[src/rtl/pbs_ctrl.sv]
// pbs_ctrl: turn sequencer for the battle simulator datapath.
// Optional macro PBS_CTRL_MISS_EN enables the accuracy check and miss output.
module pbs_ctrl #(
  parameter int TURN_W    = 4,
  parameter int MAX_TURNS = 15
) (
  input  logic              clk,
  input  logic              rst,
  input  logic              go,
  input  logic [3:0]        p_hp,
  input  logic [3:0]        ai_hp,
  input  logic [3:0]        dmg,
  input  logic [3:0]        accu,
  input  logic [3:0]        acc_roll,
  output logic              actr,
  output logic              target,
  output logic              stop,
  output logic              load_ai_hp,
  output logic              app_pl_dmg,
  output logic              app_ai_dmg,
  output logic [TURN_W-1:0] turn_cnt,
  output logic              miss,
  output logic              game_over,
  output logic [1:0]        winner
);

  localparam logic [TURN_W-1:0] MAX_T = TURN_W'(MAX_TURNS);

  typedef enum logic [3:0] {
    S_IDLE,
    S_P_SEL,
    S_P_SETTLE,
    S_P_RES,
    S_AI_SEL,
    S_AI_SETTLE,
    S_AI_RES,
    S_END,
    S_OVER
  } state_t;

  state_t            state_q, state_d;
  logic              go_q, arm_q;
  logic              actr_q, actr_d;
  logic              target_q, target_d;
  logic              stop_q, stop_d;
  logic              load_q, load_d;
  logic              apl_q, apl_d;
  logic              aai_q, aai_d;
  logic [TURN_W-1:0] turn_q, turn_d;
  logic [TURN_W-1:0] turn_inc;
  logic              miss_q, miss_d;
  logic              over_q, over_d;
  logic [1:0]        win_q, win_d;
  logic              go_rise;
  logic              hit;

  // arm_q blocks a start from a go level that was already high out of reset
  assign go_rise  = go & ~go_q & arm_q;
  assign turn_inc = (turn_q >= MAX_T) ? turn_q : turn_q + 1'b1;

`ifdef PBS_CTRL_MISS_EN
  assign hit  = (acc_roll <= accu);
  assign miss = miss_q;
`else
  logic unused_acc;
  assign unused_acc = ^{acc_roll, accu, miss_q};
  assign hit  = 1'b1;
  assign miss = 1'b0;
`endif

  always_comb begin
    state_d  = state_q;
    actr_d   = actr_q;
    target_d = target_q;
    aai_d    = 1'b0;
    apl_d    = 1'b0;
    turn_d   = turn_q;
    miss_d   = miss_q;
    win_d    = win_q;
    unique case (state_q)
      S_IDLE: begin
        if (go_rise) state_d = S_P_SEL;
      end
      S_P_SEL:    state_d = S_P_SETTLE;
      S_P_SETTLE: state_d = S_P_RES;
      S_P_RES: begin
        miss_d = ~hit;
        if (!hit) begin
          state_d = S_AI_SEL;
        end else if (dmg >= ai_hp) begin
          win_d   = 2'b01;
          state_d = S_OVER;
        end else begin
          aai_d   = 1'b1;
          state_d = S_AI_SEL;
        end
      end
      S_AI_SEL:    state_d = S_AI_SETTLE;
      S_AI_SETTLE: state_d = S_AI_RES;
      S_AI_RES: begin
        miss_d = ~hit;
        if (hit && dmg >= p_hp) begin
          win_d   = 2'b10;
          state_d = S_OVER;
        end else begin
          apl_d   = hit;
          state_d = S_END;
        end
      end
      S_END: begin
        turn_d = turn_inc;
        if (turn_inc == MAX_T) begin
          win_d   = 2'b11;
          state_d = S_OVER;
        end else begin
          state_d = S_IDLE;
        end
      end
      S_OVER: state_d = S_OVER;
      default: state_d = S_IDLE;
    endcase
    // level outputs follow the state being entered, so they are glitch-free
    if (state_d == S_P_SEL) begin
      actr_d   = 1'b0;
      target_d = 1'b1;
    end else if (state_d == S_AI_SEL) begin
      actr_d   = 1'b1;
      target_d = 1'b0;
    end
    stop_d = state_d inside {S_P_SETTLE, S_P_RES,
                             S_AI_SETTLE, S_AI_RES};
    load_d = (state_d == S_P_SETTLE);
    over_d = (state_d == S_OVER);
  end

  always_ff @(posedge clk) begin
    if (!rst) begin
      state_q  <= S_IDLE;
      go_q     <= 1'b0;
      arm_q    <= 1'b0;
      actr_q   <= 1'b0;
      target_q <= 1'b1;
      stop_q   <= 1'b0;
      load_q   <= 1'b0;
      apl_q    <= 1'b0;
      aai_q    <= 1'b0;
      turn_q   <= '0;
      miss_q   <= 1'b0;
      over_q   <= 1'b0;
      win_q    <= 2'b00;
    end else begin
      state_q  <= state_d;
      go_q     <= go;
      arm_q    <= arm_q | ~go;
      actr_q   <= actr_d;
      target_q <= target_d;
      stop_q   <= stop_d;
      load_q   <= load_d;
      apl_q    <= apl_d;
      aai_q    <= aai_d;
      turn_q   <= turn_d;
      miss_q   <= miss_d;
      over_q   <= over_d;
      win_q    <= win_d;
    end
  end

  assign actr       = actr_q;
  assign target     = target_q;
  assign stop       = stop_q;
  assign load_ai_hp = load_q;
  assign app_pl_dmg = apl_q;
  assign app_ai_dmg = aai_q;
  assign turn_cnt   = turn_q;
  assign game_over  = over_q;
  assign winner     = win_q;

endmodule

[config.mk]
export PLATFORM = sky130hd
export DESIGN_NAME = pbs_ctrl
export DESIGN_NICKNAME = d
export VERILOG_FILES = /design/src/rtl/pbs_ctrl.sv
export SDC_FILE = /design/constraint.sdc
export NUM_CORES = 1
export LEC_CHECK = 0
export CORE_MARGIN = 5
export CORE_UTILIZATION = 50
export DETAILED_ROUTE_END_ITERATION = 7
export DONT_BUFFER_PORTS = 1
export SYNTH_ARGS = -nofsm -noshare
export SYNTH_HDL_FRONTEND = slang
export SYNTH_SLANG_ARGS = --single-unit
[constraint.sdc]
create_clock -name clk -period 2.1 [get_ports clk]
set_clock_uncertainty 0.15 [all_clocks]
set_input_delay 0.42 -clock clk [delete_from_list [all_inputs] [get_ports clk]]
set_output_delay 0.42 -clock clk [all_outputs]
set_load 0.005 [all_outputs]
==> results of run 1 <==
area by class of cell:
type | count | area share, %
Timing Repair Buffer | 1 | 0.676
Tap cell | 27 | 3.04
Inverter | 14 | 4.73
Multi-Input combinational cell | 81 | 55.0
Sequential cell | 19 | 34.2
Clock buffer | 4 | 2.36
stage by stage:
stage | hold slack, ns | total power, mW | cells
final | 0.0509 | 0.636 | 146
after global routing | 0.0357 | 0.674 | 146
after CTS | 0.0431 | 0.647 | 146
after detailed placement | 0.295 | 0.463 | 142
after global placement | 0.288 | 0.461 | 142
after floorplan | 0.280 | 0.455 | 118
power breakdown:
part | switching (mW) | total [mW] | internal, mW
combinational | 0.0424 | 0.0778 | 0.0354
sequential | 0.00740 | 0.377 | 0.369
clock | 0.108 | 0.182 | 0.0740
total | 0.157 | 0.636 | 0.479
routing by layer:
layer,track usage (%),wire length [um],vias up
met4,6.10,32,0
met2,19.0,882,21
met5,0,0,-
met3,4.82,145,5
li1,-,-,411
met1,15.1,843,351
placed cells by master (no fill, tap or decap), drive strengths merged, types with 2 or more instances in the layout:
master,Yosys,layout
a2111oi,2,2
a211oi,2,2
a21o,3,3
a21oi,4,4
a31oi,4,4
and2,3,3
clkbuf,0,4
dfxtp,19,19
ha,9,9
inv,13,13
mux2i,3,3
nand2,8,8
nand2b,3,3
nand3,2,2
nor2,10,10
nor2b,2,2
nor3,4,4
nor3b,3,3
o21a,2,2
o21bai,2,2
xor2,2,2
worst max-delay path: stages (launching register included):
cell      delay (ns)
dfxtp_1         0.45
ha_1            0.27
xnor2_1         0.10
o32ai_2         0.26
a21o_1          0.19
a32oi_1         0.12
a211oi_2        0.20
path summary, 6_finish.rpt:
check	from	endpoint	slack (ns)	cells past startpoint
setup / recovery	turn_cnt[0]$_SDFFE_PN0N_	winner[1]$_SDFFE_PN0P_	0.28	6
hold / removal	go	arm_q$_SDFF_PN0_	0.05	1
setup reg to reg	turn_cnt[0]$_SDFFE_PN0N_	winner[1]$_SDFFE_PN0P_	0.28	6
hold reg to reg	arm_q$_SDFF_PN0_	arm_q$_SDFF_PN0_	0.31	2
cells by family after synthesis:
family                     share of synthesized area (%)
other                                              0.347
DFF                                                 35.2
buffers and inverters                               8.33
muxes                                               2.78
xor gates and xnor gates                            2.43
and+or+nand+nor                                     20.3
AOI/OAI and AO/OA                                   20.3
adders and majority gates                           10.4
state kept, by name, indices dropped and copies added, names as in the netlist:
| name | flops |
|---|---|
| turn_cnt | 4 |
| stop | 1 |
| load_ai_hp | 1 |
| actr | 1 |
| state_q | 4 |
| arm_q | 1 |
| target | 1 |
| go_q | 1 |
| app_pl_dmg | 1 |
| game_over | 1 |
| winner | 2 |
| app_ai_dmg | 1 |
==> flow_metrics.tcl, run 1 <==
set metrics [dict create \
    wl_mm 1.90 \
    io_buffers 0 \
    grt_max_degree 13 \
    criticalPathCategory "flip-flop to flip-flop" \
    rows 16 \
    power.density_mw_per_mm2 573 \
    synth_area_leaders "dfxtp_1 35%, ha_1 10%, inv_1 4.5%" \
    antenna_found_initial 0 \
    die_w_um 56.5 \
    path_max_fanout 5 \
    synth_flop_cell "dfxtp_1" \
    antenna_cells 0 \
    netlist_area_sq_mm 0.00108 \
    cp_data_required_time_ns 2.17 \
    cts_sinks 19 \
    synthDistinctLibCells 41 \
    hp-class "input pin to flip-flop" \
    rsz0062_at_grt "no" \
    synth_edf_count 0 \
    status "complete, no violations" \
    ios 37 \
    die_h_um 56.5 \
    syn_inst 118 \
    gp_congestion 0.697 \
    ys_async_sr_fraction_pct 0 \
    crit_path_end_kind "flip-flop" \
    synthTopCellsByCount "19 x dfxtp_1, 13 x inv_1, 10 x nor2_1" \
    gr-total-overflow 0 \
    worstSkewPairLatency_ns 0.29 \
    min_period_over_period_pct 86.6 \
    cts_tree "built" \
    pre_cts_ws_ns 0.0344 \
    cap_violations 0 \
    post_cts_buffers 0 \
    vias 788 \
    power.leakage_nw 0.444 \
    arrival_ns 1.89 \
    ctsResizeCount 0 \
    syn_to_final_growth_pct 2.78 \
    path_clk_slew_ns 0.10 \
    multi_input_comb_area_sq_um 611 \
    peakVddDrop_v 0.000305 \
    cts_root_buf "clkbuf_4" \
    core_sq_mm 0.00200 \
    first_iter_violations 6 \
    setup_viol 0 \
    yosys_warnings 0 \
    min_period_ns 1.82 \
    clock.fmax_ghz 0.550 \
    n_fill_cell 199 \
    postCtsHoldBufs 0 \
    slew_viol_final 0 \
    grt_pass1_wl_mm 3.14 \
    die_area_sq_mm 0.00319 \
    dr.pass1.iters 3 \
    syn-mean-instance-area_sq_um 9.16 \
    route.detailed.drc 0 \
    synth_seq_cells 19 \
    cp-start-kind "flip-flop" \
    yosysTopAreaCell "dfxtp_1" \
    grt_pass1_vias 687 \
    track_usage_pct 12.4 \
    clk_path_buf_depth 2 \
    post_drt_via_cell_ratio 5.40 \
    placed_cell_area_sq_mm 0.00108 \
    fin_util_pct 55.5 \
    wl_per_cell_um 13.0 \
    cts_max_level 1 \
    finalNetCount 152 \
    start_util_pct 54.0 \
    slew_headroom_pct 64.7 \
    yosysMostFrequentCell "dfxtp_1" \
    dp_hpwl_mm 1.55 \
    tightest_slew_ns 0.522 \
    synth_top_cell_area_share_pct 35.2 \
    seq_area_sq_um 380 \
    cts_inserted_buffers 3 \
    fin_tns_setup_ns 0 \
    setup_ws_ns 0.281 \
    ys_seq_area_share_pct 35.2 \
    drtAntennaViolNets 0 \
    syn_nets 150 \
    hold_viol 0 \
    layout-drive-gt1-share_pct 9.24 \
    fin_area_sq_mm 0.00111 \
]
(Power assumes the default switching activity.)
==> run 2, diff against run 1 <==
--- a/config.mk
+++ b/config.mk
@@ -9,6 +9,7 @@
 export CORE_UTILIZATION = 50
 export DETAILED_ROUTE_END_ITERATION = 7
 export DONT_BUFFER_PORTS = 1
+export SLEW_MARGIN = 15
 export SYNTH_ARGS = -nofsm -noshare
 export SYNTH_HDL_FRONTEND = slang
 export SYNTH_SLANG_ARGS = --single-unit
==> results of run 2 <==
Same layout as run 1: the final DEF is identical, and so are final timing and power.
